**src/rtl/rcswitch_receive_pkg.sv**
```systemverilog
// Shared constants, state type and pulse classifier for the rc-switch
// tristate frame receiver.
package rcswitch_receive_pkg;

    localparam int FRAME_PULSES = 24;
    localparam int ADDR_W       = 40;
    localparam int CHAN_W       = 40;
    localparam int STAT_W       = 16;
    localparam int FRAME_W      = ADDR_W + CHAN_W + STAT_W;
    localparam int PCNT_W       = $clog2(FRAME_PULSES + 1);

    localparam logic [3:0]  CODE_SHORT = 4'h8;
    localparam logic [3:0]  CODE_LONG  = 4'hE;
    localparam logic [15:0] STAT_ON    = 16'h888E;
    localparam logic [15:0] STAT_OFF   = 16'h8E88;

    typedef enum logic [0:0] {
        HUNT  = 1'b0,
        ARMED = 1'b1
    } rx_state_t;

    // A short high phase followed by a longer low phase is the "8" symbol.
    function automatic logic [3:0] classify_pulse(input int unsigned hiTicks,
                                                  input int unsigned loTicks);
        return (hiTicks < loTicks) ? CODE_SHORT : CODE_LONG;
    endfunction

endpackage

```
**src/rtl/rcswitch_receive_clockdiv.sv**
```systemverilog
// Sample-tick generator: a single-cycle enable every 2*DIV clocks.
// The tick is a clock enable, never used as a clock.
module clockdiv #(
    parameter int DIV = 1000
) (
    input  logic clk,
    input  logic rst,
    output logic tick
);

    localparam int LAST  = 2 * DIV - 1;
    localparam int CNT_W = (LAST > 0) ? $clog2(LAST + 1) : 1;

    logic [CNT_W-1:0] r_cnt;
    logic             r_tick;

    always_ff @(posedge clk or negedge rst) begin
        if (!rst) begin
            r_cnt  <= '0;
            r_tick <= 1'b0;
        end else if (r_cnt == CNT_W'(LAST)) begin
            r_cnt  <= '0;
            r_tick <= 1'b1;
        end else begin
            r_cnt  <= r_cnt + 1'b1;
            r_tick <= 1'b0;
        end
    end

    assign tick = r_tick;

endmodule

```
**src/rtl/rcswitch_receive.sv**
```systemverilog
// rc-switch / PT2262 tristate receiver: measures pulse widths on the sample
// tick, classifies each pulse and latches a 24-pulse frame into addr/chan/stat.
module rcswitch_receive
    import rcswitch_receive_pkg::*;
#(
    parameter int CLK_DIV  = 1000,
    parameter int SYNC_MIN = 20,
    parameter int CNT_W    = 8
) (
    input  logic              clk,
    input  logic              rst,
    input  logic              in,
    output logic [ADDR_W-1:0] addr,
    output logic [CHAN_W-1:0] chan,
    output logic [STAT_W-1:0] stat,
    output logic              ready
);

    logic              w_tick;
    logic              w_in;
    logic              w_rise;
    logic              w_sync;
    logic              w_pulse;
    logic [3:0]        w_code;
    logic [FRAME_W-1:0] w_sr_nx;
    logic              w_shift;
    logic              w_latch;
    logic              w_arm;
    rx_state_t         w_state_nx;

    logic              r_sync1;
    logic              r_sync2;
    logic              r_prev;
    logic [CNT_W-1:0]  r_hi_cnt;
    logic [CNT_W-1:0]  r_lo_cnt;
    // The 24th code is taken straight from w_sr_nx, so only 23 codes are stored.
    logic [FRAME_W-5:0] r_sr;
    logic [PCNT_W-1:0] r_pcnt;
    rx_state_t         r_state;
    logic [ADDR_W-1:0] r_addr;
    logic [CHAN_W-1:0] r_chan;
    logic [STAT_W-1:0] r_stat;
    logic              r_ready;

    clockdiv #(.DIV(CLK_DIV)) u_clockdiv (
        .clk  (clk),
        .rst  (rst),
        .tick (w_tick)
    );

    assign w_in    = r_sync2;
    assign w_rise  = w_tick && !r_prev && w_in;
    // lo_cnt passes SYNC_MIN-1 exactly once per low phase, so sync fires once.
    assign w_sync  = w_tick && !w_in && (r_lo_cnt == CNT_W'(SYNC_MIN - 1));
    assign w_pulse = w_rise && (r_hi_cnt != '0);
    assign w_code  = classify_pulse(32'(r_hi_cnt), 32'(r_lo_cnt));
    assign w_sr_nx = {r_sr, w_code};

    always_ff @(posedge clk or negedge rst) begin
        if (!rst) begin
            r_state <= HUNT;
        end else begin
            r_state <= w_state_nx;
        end
    end

    always_comb begin
        w_state_nx = r_state;
        w_shift    = 1'b0;
        w_latch    = 1'b0;
        w_arm      = 1'b0;
        if (w_sync) begin
            w_state_nx = ARMED;
            w_arm      = 1'b1;
        end else if (w_pulse && (r_state == ARMED)) begin
            w_shift = 1'b1;
            if (r_pcnt == PCNT_W'(FRAME_PULSES - 1)) begin
                w_latch    = 1'b1;
                w_state_nx = HUNT;
            end
        end
    end

    always_ff @(posedge clk or negedge rst) begin
        if (!rst) begin
            r_sync1  <= 1'b0;
            r_sync2  <= 1'b0;
            r_prev   <= 1'b0;
            r_hi_cnt <= '0;
            r_lo_cnt <= '0;
        end else begin
            r_sync1 <= in;
            r_sync2 <= r_sync1;
            if (w_tick) begin
                r_prev <= w_in;
                if (w_rise) begin
                    r_hi_cnt <= CNT_W'(1);
                    r_lo_cnt <= '0;
                end else if (w_in) begin
                    if (r_hi_cnt != '1) r_hi_cnt <= r_hi_cnt + 1'b1;
                end else begin
                    if (r_lo_cnt != '1) r_lo_cnt <= r_lo_cnt + 1'b1;
                    // Zeroing hi_cnt makes the pulse carrying the sync gap be ignored.
                    if (w_sync) r_hi_cnt <= '0;
                end
            end
        end
    end

    always_ff @(posedge clk or negedge rst) begin
        if (!rst) begin
            r_sr    <= '0;
            r_pcnt  <= '0;
            r_addr  <= '0;
            r_chan  <= '0;
            r_stat  <= '0;
            r_ready <= 1'b0;
        end else begin
            if (w_arm) begin
                r_sr   <= '0;
                r_pcnt <= '0;
            end else if (w_shift) begin
                r_sr   <= w_sr_nx[FRAME_W-5:0];
                r_pcnt <= r_pcnt + 1'b1;
                if (r_pcnt == '0) r_ready <= 1'b0;
            end
            if (w_latch) begin
                r_addr  <= w_sr_nx[FRAME_W-1 -: ADDR_W];
                r_chan  <= w_sr_nx[STAT_W + CHAN_W - 1 -: CHAN_W];
                r_stat  <= w_sr_nx[STAT_W-1:0];
                r_ready <= 1'b1;
            end
        end
    end

    assign addr  = r_addr;
    assign chan  = r_chan;
    assign stat  = r_stat;
    assign ready = r_ready;

endmodule

```
**config.mk**
```make
export PLATFORM = sky130hd
export DESIGN_NAME = rcswitch_receive
export DESIGN_NICKNAME = d
export VERILOG_FILES = /design/src/rtl/rcswitch_receive_pkg.sv /design/src/rtl/rcswitch_receive_clockdiv.sv /design/src/rtl/rcswitch_receive.sv
export SDC_FILE = /design/constraint.sdc
export NUM_CORES = 1
export LEC_CHECK = 0
export ABC_AREA = 1
export BUFFER_PORTS_ARGS = -buffer_cell sky130_fd_sc_hd__buf_2
export CORE_UTILIZATION = 45
export DETAILED_ROUTE_END_ITERATION = 10
export PLACE_DENSITY = 0.66
export SYNTH_ARGS = -nofsm -noshare
export SYNTH_HDL_FRONTEND = slang
export SYNTH_SLANG_ARGS = --single-unit
```
**constraint.sdc**
```tcl
create_clock -name clk -period 2.54 [get_ports clk]
set_input_delay 0.508 -clock clk [delete_from_list [all_inputs] [get_ports clk]]
set_output_delay 0.508 -clock clk [all_outputs]
set_load 0.05 [all_outputs]
```
* Word level (Yosys, flattened, before mapping) *
Cells that the tools add are included.

cells by class
  add/sub/neg operators = 4
  multiply operators = 0
  div/mod/pow operators = 0
  order comparisons = 1
  equality and inequality tests = 8
  shift-type cells = 0
  multiplexer cells = 27
  bitwise logic cells = 0
  reductions and logical operators = 21

operators with widths
  operator                                                                 count
  92-bit two-way mux                                                       2
  8-bit two-way mux                                                        7
  8-bit by 1-bit adder with 8-bit output, second input constant            2
  8-bit inequality test, second input constant                             2
  1-bit two-way mux                                                        14
  2-bit nonzero test                                                       6
  11-bit by 1-bit adder with 11-bit output, second input constant          1
  11-bit == test, second input constant                                    1
  11-bit two-way mux                                                       1
  5-bit two-way mux                                                        2
  3-bit AND reduction                                                      3
  8-bit by 5-bit == test with 1-bit output, second input constant          1
  8-bit < comparator                                                       1
  8-bit nonzero test                                                       1
  1-bit logical AND                                                        6
  5-bit by 1-bit adder with 5-bit output, second input constant            1
  5-bit == test, second input constant                                     1
  5-bit logical NOT                                                        1
  2-bit inequality test, second input constant                             2
  3-bit two-way mux                                                        1
  3-bit by 2-bit inequality test with 1-bit output, second input constant  1
  3-bit nonzero test                                                       1
  1-bit logical NOT                                                        2
  2-bit AND reduction                                                      1

word-level totals
  flip-flop bits (word level) = 226
  latch bits = 0
  bits in writable memories = 0
  ROM bits = 0
  bits of input ports = 3
  output and inout port bits = 97
  logic and storage cells = 75
  memories kept = 0

* Longest topological paths before layout *
Gate-level depths: netlist of the first run.

  depth after elaboration = 10
  depth in mapped cells = 11
  mapped depth without buffers = 10

* By module *
From an unflattened synthesis of the first run, not the netlist that was laid out.

unflattened totals
  cells, all modules = 707
  area, all modules = 6179.7 um^2

by module, submodules not included
  module            instances  cells an instance  area each (um^2)  seq. area each (um^2)
  rcswitch_receive  1          638                5580.4            3002.9
  clockdiv          1          69                 599.3             300.3

* Worst setup path before layout of the first run *
Ideal clock, no wire load.

  kind = reg2reg
  start = register r_hi_cnt[0]
  end = register r_addr[2], in the netlist addr[2]
  library setup time = 130 ps
  data arrival time = 1420 ps
  data required time = 2410 ps
  path slack = 990 ps
  cell stages (with the launch flop) = 11
  period minus slack after synthesis = 1550 ps
  cells stage by stage = dfrtp_1 -> inv_1 -> ha_1 -> nand2_1 -> nor2_1 -> nand2_1 -> nand4_1 -> buf_4 -> buf_2 -> nand2_1 -> o21ai_1

between the ends
  cells in the longest elaborated chain, start to end = 5

RTL lines
  item                    RTL line                 source
  from (decl)             rcswitch_receive.sv:34   logic [CNT_W-1:0] r_hi_cnt;
  from (signal assigned)  rcswitch_receive.sv:100  if (r_hi_cnt != '1) r_hi_cnt <= r_hi_cnt + 1'b1;
  8-bit nonzero test      rcswitch_receive.sv:55   assign w_pulse = w_rise && (r_hi_cnt != '0);
  1-bit logical AND       rcswitch_receive.sv:55
  1-bit logical AND       rcswitch_receive.sv:75   end else if (w_pulse && (r_state == ARMED)) begin
  1-bit two-way mux       rcswitch_receive.sv:75
  1-bit two-way mux       rcswitch_receive.sv:72   if (w_sync) begin
  to (signal assigned)    rcswitch_receive.sv:128  r_addr <= w_sr_nx[FRAME_W-1 -: ADDR_W];
  to (decl)               rcswitch_receive.sv:40   logic [ADDR_W-1:0] r_addr;

Every way passes these cells.
A chain may end at the register's enable or synchronous reset.

* Final worst setup path of the first run *
  start = register r_sync2
  end = register r_addr[6], in the netlist addr[6]

between the ends
  cells in the longest elaborated chain, start to end = 5

RTL lines
  item                    RTL line                source
  from (decl)             rcswitch_receive.sv:32  logic r_sync2;
  from (signal assigned)  rcswitch_receive.sv:93  r_sync2 <= r_sync1;
  1-bit logical AND       rcswitch_receive.sv:52  assign w_rise = w_tick && !r_prev && w_in;
  1-bit logical AND       rcswitch_receive.sv:55
  1-bit logical AND       rcswitch_receive.sv:75
  1-bit two-way mux       rcswitch_receive.sv:75
  1-bit two-way mux *     rcswitch_receive.sv:72

Mark *: on every way between the ends. The rest lies on a longest branch, timed or not.

==> run summary, run 1 <==
Worst path most repeated cell: buf_4
Synth Instances: 721
GRT overflow: 0
RSZ-0062 raised after global routing: no
Tcrit/Tclk final: 80.6%
area grow syn2layout: 14.5%
worst min path class: in -> async
hold_buf cts: 0
initial antenna violation count: 0
status: complete, no violations
Core ar.: 0.0133 sq mm
Distinct cells, synth: 30
Buf/Inv on CP: 3
die height: 119 microns
WL final: 11900 microns
first-pass GRT wire length: 20400 microns
ys async rst share: 100%
Startpoint Class: register
syn_area_per_cell: 8.55 sq um
relative slew slack: 59.3%
pin count of the biggest net entering global routing: 68
Clock Skews: 7.23 ps
Max-cap violations: 0
Post-Syn Area: 0.00617 sq mm
clock-pin slew on the worst setup and hold paths: 50 ps
crit-path max cell delay: 570 ps
Starting Density: 46.4%
DIE AREA: 0.0142 sq mm
router iterations before antenna repair: 5
number of flops mapped to enable cells by yosys: 0
CTS tree: built
PwrDens: 672 mW/mm^2
max-slew violation count: 0
Final TNS setup: 0 ps
top_reg_cell synth: dfrtp_1
fin worst setup slack: 494 ps
Final Total Pwr: 4.74 mW
# nets final: 791
GR Util All Layers: 18.2%
Max VDD drop: 0.407 mV
placed cell count: 932
CP required: 2810 ps
DRT antenna net count: 0
critical path, cell by cell: inv_1 > nor3_2 > buf_4 > nand4_1 > buf_4 > nand2_1 > o21ai_1
vias in the first global route: 4352
Root Driver: clkbuf_16
share of cells above drive strength 1: 15.7%
ANT cells: 0
minimum clock period: 2050 ps
CP max-delay cell: dfrtp_1
drt via density: 4.83
post-synthesis sequential area ratio: 53.6%
# rows: 42
CP Max Fanout: 67
H-tree levels: 4
Leak: 3.56 nW
Finished Layout Cells: 964
Worst-Skew Late Latency: 420 ps
kind of end point of the critical path: register
Seq cells post-synth: 132
Worst EP arrival: 2320 ps
# resized after CTS: 0
num ports: 100
pre-CTS worst setup slack: 528 ps
Die Wd: 119 microns
Setup-failing EPs final: 0
Post-route DRC: 0
CTS Buf Count: 17
WL per Instance: 12.3 microns
synth warn: 0
clk buf depth: 2
type of the worst setup path: reg -> reg
GPL Wtd Cong: 0.862
Max Fclk: 489 MHz
Post-DP HPWL: 8100 microns
Slew @ Worst Pin: 611 ps
Final Hold Viols: 0
1st-iter DRT viols: 376
IO Port Bufs: 75
routed vias: 4653
clock sink count: 132
fillers: 1215
Post-CTS Setup Inserts: 0
Top Family by Delay on Critical Path: buffers and inverters
-- layer usage --
| metal | global-route usage [%] | routed length [microns] |
|---|---|---|
| met5 | 0 | 0 |
| met4 | 7.99 | 189 |
| met3 | 5.03 | 545 |
| met2 | 27.0 | 5310 |
| met1 | 24.7 | 5840 |
-- layout by cell type, fill, tap and decap left out, drive strengths merged, types with 2 or more instances in the layout --
master / instances
bufinv: 3
buf: 84
a21oi: 8
ha: 13
nand3: 31
inv: 93
o21bai: 2
nand2: 190
nor2: 39
clkbuf: 21
nand4: 9
conb: 24
dfrtp: 132
clkinvlp: 2
xor2: 7
nor3: 8
clkinv: 4
o21ai: 112
-- final timing paths --
path                                   start              endpoint  slack (ps)  cells after the start
setup / recovery           r_sync2$_DFF_PN0_   addr[6]$_DFFE_PN0P_         490                      7
setup reg to reg           r_sync2$_DFF_PN0_   addr[6]$_DFFE_PN0P_         490                      7
hold reg to reg            r_sync1$_DFF_PN0_     r_sync2$_DFF_PN0_         350                      0
hold / removal                           rst  addr[10]$_DFFE_PN0P_          40                      1
max in group asynchronous                rst  stat[14]$_DFFE_PN0P_        1860                      2
min in group clk                          in     r_sync1$_DFF_PN0_         200                      1
-- cell families (layout without fill, tap and decap cells) --
kind of cell	count (synthesis)	count (layout)	share of synthesized area (%)
AOI/OAI and AO/OA	124	124	10.2
xor gates and xnor gates	7	7	0.994
adders and majority gates	13	13	2.64
buffers and inverters	163	207	13.7
DFF	132	132	53.6
muxes	1	1	0.162
other	1	24	0.0608
and+or+nand+nor	280	280	18.6
-- Yosys cell counts, drive strengths merged (2+ instances only) --
cell      n  area (sq um)
clkbuf    7          27.5
ha       13           163
inv      91           342
xor2      7          61.3
nand4     9          56.3
nand2   190           716
o21ai   112           561
nor2     39           151
o21bai    2          15.0
buf      65           478
nor3      8          45.0
a21oi     8          40.0
dfrtp   132          3300
nand3    31           160
-- sequential cells by signal, indices dropped and copies added, names as in the netlist --
| signal | flops |
|---|---|
| r_pcnt | 5 |
| r_lo_cnt | 8 |
| r_prev | 1 |
| ready | 1 |
| stat | 8 |
| chan | 20 |
| r_state | 1 |
| r_sync2 | 1 |
| r_sr | 46 |
| u_clockdiv.r_cnt | 11 |
| u_clockdiv.tick | 1 |
| r_hi_cnt | 8 |
| addr | 20 |
| r_sync1 | 1 |
-- area by class of cell --
| type | instances | area, sq um | area share [%] |
|---|---|---|---|
| sequential | 132 | 3300 | 46.8 |
| tap | 176 | 220 | 3.12 |
| inverter | 91 | 342 | 4.84 |
| timing repair buffer | 84 | 483 | 6.84 |
| clock buffer | 21 | 460 | 6.52 |
| multi-input combinational | 449 | 2100 | 29.8 |
| clock inverter | 11 | 150 | 2.13 |
-- through the flow --
stage / area, sq um / hold slack (ps) / utilization, %
6_report: 7060 / 39.5 / 53.1
5_1_grt: 7060 / 65.2 / 53.1
4_1_cts: 7060 / 52.9 / 53.1
3_5_place_dp: 6450 / 338 / 48.5
3_3_place_gp: 6450 / 336 / 48.5
2_1_floorplan: 6250 / 212 / -
-- where the power goes --
group / switching, mW / leakage, nW / internal, mW
Clock: 0.909 / 0.294 / 1.60
Combinational: 0.119 / 1.44 / 0.00840
Sequential: 0.00302 / 1.83 / 2.11
Total: 1.03 / 3.56 / 3.71
Power figures use the tool's default switching activity.
==> run 2, diff against run 1 <==
- ABC_AREA: 1 -> 0
- clock period: 2.54 -> 2.1 ns (I/O delays scaled with it)
==> run 2 against run 1 <==
Clock power up 20%. Synthesized cell count shrank 20%. Worst hold slack better by 69 ps. Critical path type unchanged. Largest cell class unchanged. Highest routed layer unchanged.
==> run summary, run 2 <==
status: complete, no violations (unchanged)
Post-DP HPWL: 7920 microns (was 8100 microns)
GPL Wtd Cong: 0.787 (was 0.862)
1st-iter DRT viols: 305 (was 376)
Core ar.: 0.0134 sq mm (was 0.0133 sq mm)
Worst-Skew Late Latency: 420 ps (about the same)
num ports: 100 (unchanged)
PwrDens: 782 mW/mm^2 (was 672 mW/mm^2)
ys async rst share: 100% (unchanged)
post-route cell area: 0.00731 sq mm (was 0.00706 sq mm)
drt via density: 4.98 (was 4.83)
syn_area_per_cell: 10.9 sq um (was 8.55 sq um)
Clock Skews: 7.13 ps (was 7.23 ps)
DP Area: 0.00666 sq mm (was 0.00645 sq mm)
first-pass GRT wire length: 19600 microns (was 20400 microns)
Root Driver: clkbuf_16 (unchanged)
IO Port Bufs: 75 (unchanged)
Leak: 3.64 nW (was 3.56 nW)
Die Wd: 120 microns (was 119 microns)
Final Hold Viols: 0 (unchanged)
worst min path class: in -> reg (was in -> async)
GRT overflow: 0 (unchanged)
# rows: 42 (unchanged)
WL per Instance: 13.8 microns (was 12.3 microns)
initial antenna violation count: 0 (unchanged)
Final TNS setup: 0 ps (unchanged)
synth top area cells: dfrtp_1 (53%), mux2_4 (11%), nand2_1 (7.0%) (was dfrtp_1 (54%), nand2_1 (12%), buf_4 (6.2%))
Post-Syn Area: 0.00626 sq mm (was 0.00617 sq mm)
area grow syn2layout: 16.6% (was 14.5%)
Tcrit/Tclk final: 94.4% (was 80.6%)
Setup-failing EPs final: 0 (unchanged)
highest-count cells in the layout ignoring fill and taps: dfrtp_1 (132), nand2_1 (117), buf_2 (74) (was nand2_1 (189), dfrtp_1 (132), inv_1 (86))
top_reg_cell synth: dfrtp_1 (unchanged)
vias in the first global route: 4084 (was 4352)
CTS Buf Count: 17 (unchanged)
clk buf depth: 2 (unchanged)
CP required: 2400 ps (was 2810 ps)
Max Fclk: 504 MHz (was 489 MHz)
DIE AREA: 0.0144 sq mm (was 0.0142 sq mm)
Starting Density: 46.8% (was 46.4%)
CP Max Fanout: 10 (was 67)
clock-pin slew on the worst setup and hold paths: 60 ps (was 50 ps)
H-tree levels: 4 (unchanged)
Max-cap violations: 0 (unchanged)
relative slew slack: 62.3% (was 59.3%)
routed vias: 4171 (was 4653)
Distinct cells, synth: 43 (was 30)
RSZ-0062 raised after global routing: no (unchanged)
# nets final: 664 (was 791)
synth warn: 0 (unchanged)
Worst EP arrival: 2280 ps (was 2320 ps)
fillers: 1135 (was 1215)
Slew @ Worst Pin: 560 ps (was 611 ps)
commonest cells in the synthesized netlist: dfrtp_1 (132), nand2_1 (117), o21ai_0 (60) (was nand2_1 (189), dfrtp_1 (132), inv_1 (86))
top-count cell post-synth: dfrtp_1 (was nand2_1)
minimum clock period: 1980 ps (was 2050 ps)
WL final: 11600 microns (was 11900 microns)
pin count of the biggest net entering global routing: 58 (was 68)
GR Util All Layers: 17.2% (was 18.2%)
die height: 120 microns (was 119 microns)
clock sink count: 132 (unchanged)
DRT antenna net count: 0 (unchanged)
number of flops mapped to enable cells by yosys: 0 (unchanged)
max reg flops: 46 (unchanged)
Seq cells post-synth: 132 (unchanged)
Startpoint Class: register (unchanged)
Post-route DRC: 0 (unchanged)
router iterations before antenna repair: 4 (was 5)
type of the worst setup path: reg -> reg (unchanged)
post-synthesis sequential area ratio: 52.7% (was 53.6%)
largest reg by FF count: r_sr (unchanged)
most common cell after layout, fill and taps aside: dfrtp_1 (was nand2_1)
leading area contributor after synthesis: dfrtp_1 (unchanged)
CTS tree: built (unchanged)
Max VDD drop: 0.858 mV (was 0.407 mV)
max-slew violation count: 0 (unchanged)
Synth top area share: 52.7% (was 53.6%)
share of cells above drive strength 1: 28.1% (was 15.7%)
kind of end point of the critical path: register (unchanged)
Synth Instances: 576 (was 721)
ANT cells: 0 (unchanged)
## run 2: changes by cell type after synthesis, sizes merged, moves of 5 or more
cell | previous run | this run
nand3 | 31 | 11
nor2 | 39 | 24
clkbuf | 7 | 12
xnor2 | 0 | 9
o21ai | 112 | 60
inv | 91 | 14
nand2 | 190 | 117
mux2 | 0 | 46
## run 2: final timing paths
path	slack (ps)	cells past startpoint	end	from
worst max-delay path	120	7	chan[31]$_DFFE_PN0P_	r_hi_cnt[0]$_DFFE_PN0P_
worst min-delay path	110	1	r_sync1$_DFF_PN0_	in
worst max register to register	120	7	chan[31]$_DFFE_PN0P_	r_hi_cnt[0]$_DFFE_PN0P_
worst min register to register	360	0	r_sync2$_DFF_PN0_	r_sync1$_DFF_PN0_
max in group asynchronous	1000	3	chan[2]$_DFFE_PN0P_	rst
min in group asynchronous	500	2	r_sr[62]$_DFFE_PN0P_	rst
## run 2: kinds of logic after synthesis
kind of cell / synth area share [%]
and+or+nand+nor: 14.6
DFF: 52.7
buffers and inverters: 9.51
AOI/OAI and AO/OA: 7.41
muxes: 11.0
xor gates and xnor gates: 2.10
adders and majority gates: 2.60
other: 0.0599
## run 2: final cells by class
| class | count | area (sq um) | area share (%) |
|---|---|---|---|
| clock buffer | 17 | 425 | 5.82 |
| clock inverter | 15 | 181 | 2.48 |
| inverter | 14 | 52.6 | 0.719 |
| multi-input combinational | 380 | 2470 | 33.8 |
| sequential | 132 | 3300 | 45.2 |
| tap | 176 | 220 | 3.01 |
| timing repair buffer | 103 | 657 | 8.99 |
## run 2: what timing repair did
item | CTS | global route
hold buffers | 1 | 0
setup endpoints to repair | 0 | 46
endpoints found under the hold margin | 40 | 0
buffers inserted | 0 | 3
gates resized for setup | 0 | 1
## run 2: per-layer routing
metal	up-vias	share of wire [%]	global-route usage, %	routed length (microns)
met3	14	3.6	4.28	421
met1	2047	47	22.6	5480
met2	99	48	27.3	5510
met4	0	1.3	6.41	156
li1	2011	-	-	-
met5	-	0	0	0
## run 2: through the flow
step                      cells  setup slack [ps]  hold slack [ps]  total power, mW  utilization, %
after global routing        837              6.20              101             5.90            54.5
after CTS                   834              17.8             94.9             5.78            54.3
after detailed placement    801              23.3              346             2.76            49.7
after global placement      801               127              343             2.76            49.7
after floorplan             599               264              124             2.73               -
final                       837               118              109             5.72            54.5
## run 2: critical path, stage by stage, from the launching register on
cell      delay (ps)
dfrtp_1          410
inv_1             60
ha_1             190
nor4b_4          150
a211oi_2         250
and2_4           240
buf_4            240
mux2_4           320
## run 2: report_power, final
| part | internal, mW | total [mW] | switching, mW |
|---|---|---|---|
| combinational | 0.0154 | 0.166 | 0.150 |
| clock | 1.88 | 3.00 | 1.13 |
| sequential | 2.55 | 2.55 | 0.000897 |
| total | 4.44 | 5.72 | 1.28 |
==> run 3, diff against run 2 <==
- PLACE_DENSITY: 0.66 -> unset
- PLACE_DENSITY_LB_ADDON: unset -> 0.12
==> run 3 against run 2 <==
Worst setup slack worse by 24 ps. Combinational power is essentially flat. Power is 0.16% higher. Flip-flop and latch count did not move. Worst hold slack worse by 7.5 ps. Cell count shrank 0.60%. Die area unchanged. First-iteration DRC count is 34% lower. Non-clock buffer count is 5 lower. Via count fell by 1.7%. Clock skew rose by 3.1 ps. Routed wire length fell by 1.0%. Critical path type unchanged. Largest power group unchanged. Highest routed layer unchanged.
==> run summary, run 3 (synthesized netlist as in run 2, its figures left out) <==
status: complete, no violations (unchanged)
Post-CTS Setup Inserts: 0 (unchanged)
CP required: 2460 ps (was 2400 ps)
hold path startpoint: in (unchanged)
Clock Skews: 10.2 ps (was 7.13 ps)
DIE AREA: 0.0144 sq mm (unchanged)
r2r endpoint: r_hi_cnt[7]$_DFFE_PN0P_ (was chan[31]$_DFFE_PN0P_)
Tcrit/Tclk final: 95.5% (was 94.4%)
Die Wd: 120 microns (unchanged)
max reg flops: 46 (unchanged)
Max Used Layer: met4 (unchanged)
ANT cells: 0 (unchanged)
vias in the first global route: 3895 (was 4084)
Root Driver: clkbuf_16 (unchanged)
highest-count cells in the layout ignoring fill and taps: dfrtp_1 (132), nand2_1 (117), buf_2 (74) (unchanged)
Max Fclk: 498 MHz (was 504 MHz)
Post-DP HPWL: 7690 microns (was 7920 microns)
1st-iter DRT viols: 202 (was 305)
Max-cap violations: 0 (unchanged)
Leak: 3.62 nW (was 3.64 nW)
Reg2Reg Depth: 7 (unchanged)
clock-pin slew on the worst setup and hold paths: 60 ps (about the same)
Setup-failing EPs final: 0 (unchanged)
IO Port Bufs: 75 (unchanged)
# nets final: 659 (was 664)
type of the worst setup path: reg -> reg (unchanged)
routed length on met3: 413 microns (was 421 microns)
PwrDens: 785 mW/mm^2 (was 782 mW/mm^2)
most common cell after layout, fill and taps aside: dfrtp_1 (unchanged)
Worst EP arrival: 2360 ps (was 2280 ps)
share of cells above drive strength 1: 27.6% (was 28.1%)
placed cell count: 799 (was 801)
GRT overflow: 0 (unchanged)
CP Max Fanout: 13 (was 10)
Metal-1 WL: 5450 microns (was 5480 microns)
Final TNS setup: 0 ps (unchanged)
clock sink count: 132 (unchanged)
Starting Density: 46.8% (unchanged)
kind of end point of the critical path: register (unchanged)
Max VDD drop: 0.418 mV (was 0.858 mV)
DRT antenna net count: 0 (unchanged)
fillers: 1192 (was 1135)
RSZ-0062 raised after global routing: no (unchanged)
Post-route DRC: 0 (unchanged)
worst min path class: in -> reg (unchanged)
max-slew violation count: 0 (unchanged)
post-layout util: 54.4% (was 54.5%)
GR Util All Layers: 17.3% (was 17.2%)
Hold Path End: r_sync1$_DFF_PN0_ (unchanged)
drt via density: 4.93 (was 4.98)
router iterations before antenna repair: 4 (unchanged)
GPL Wtd Cong: 0.849 (was 0.787)
r2r startpoint: r_lo_cnt[1]$_DFFE_PN0P_ (was r_hi_cnt[0]$_DFFE_PN0P_)
WL per Instance: 13.8 microns (about the same)
pin count of the biggest net entering global routing: 60 (was 58)
Final Hold Viols: 0 (unchanged)
Core ar.: 0.0134 sq mm (unchanged)
largest reg by FF count: r_sr (unchanged)
CTS tree: built (unchanged)
H-tree levels: 4 (unchanged)
Startpoint Class: register (unchanged)
met2 WL: 5370 microns (was 5510 microns)
first-pass GRT wire length: 19200 microns (was 19600 microns)
Worst-Skew Late Latency: 420 ps (about the same)
CTS Buf Count: 17 (unchanged)
initial antenna violation count: 0 (unchanged)
area grow syn2layout: 16.5% (was 16.6%)
flop2flop setup slack: 90 ps (was 120 ps)
num ports: 100 (unchanged)
Finished Layout Cells: 832 (was 837)
clk buf depth: 2 (unchanged)
hold depth: 1 (unchanged)
die height: 120 microns (unchanged)
# rows: 42 (unchanged)
routed vias: 4099 (was 4171)
WL final: 11500 microns (was 11600 microns)
minimum clock period: 2010 ps (was 1980 ps)
==> run 3: power breakdown <==
group	switching, mW	internal [mW]	total [mW]
Combinational	0.149	0.0153	0.165
Clock	1.09	1.92	3.01
Sequential	0.00262	2.55	2.55
Total	1.24	4.48	5.73
==> run 3: per-layer routing <==
layer	global-route usage [%]	vias up
li1	-	2014
met5	0	-
met1	22.6	1986
met4	8.44	0
met3	4.75	15
met2	26.4	84
==> run 3: how the worst max path moves through the flow <==
stage	startpoint	endpoint	cells after the start
3_5_place_dp	r_hi_cnt[0]$_DFFE_PN0P_	addr[38]$_DFFE_PN0P_	7
2_1_floorplan	r_hi_cnt[0]$_DFFE_PN0P_	addr[38]$_DFFE_PN0P_	8
6_report	r_lo_cnt[1]$_DFFE_PN0P_	r_hi_cnt[7]$_DFFE_PN0P_	7
4_1_cts	r_hi_cnt[0]$_DFFE_PN0P_	addr[2]$_DFFE_PN0P_	7
5_1_grt	r_lo_cnt[1]$_DFFE_PN0P_	r_hi_cnt[7]$_DFFE_PN0P_	7
3_3_place_gp	r_lo_cnt[1]$_DFFE_PN0P_	r_hi_cnt[7]$_DFFE_PN0P_	7
==> run 3: repair_timing <==
| item | 4_1_cts | 5_1_grt |
|---|---|---|
| hold buffers | 1 | 0 |
| gates resized for setup | 0 | 1 |
| endpoints found under the hold margin | 39 | 0 |
| endpoints found under the setup margin | 0 | 43 |
==> run 3: per-stage QoR <==
| step | hold WS (ps) | worst slack (ps) | cell area (sq um) | power, mW |
|---|---|---|---|---|
| finish | 101 | 93.5 | 7300 | 5.73 |
| global route | 83.0 | 3.30 | 7300 | 5.92 |
| CTS | 84.5 | 80.3 | 7290 | 5.79 |
| detailed placement | 336 | 88.2 | 6670 | 2.76 |
| global placement | 332 | 117 | 6670 | 2.76 |
| floorplan | 124 | 264 | 6350 | 2.73 |
==> run 3: critical path, cell delays in order (launching register included) <==
cell and delay, ps:
dfrtp_1 410, ha_1 200, nor4b_2 260, a31oi_1 160, nand3b_1 170, buf_4 180
or4_1 480, nand2_1 80
==> run 3: layout make-up <==
cell class	instances	area (sq um)	share of cell area, %
Tap cell	176	220	3.02
Sequential cell	132	3300	45.3
Clock buffer	19	453	6.21
Multi-Input combinational cell	380	2470	33.8
Clock inverter	13	155	2.13
Inverter	14	52.6	0.720
Timing Repair Buffer	98	644	8.83
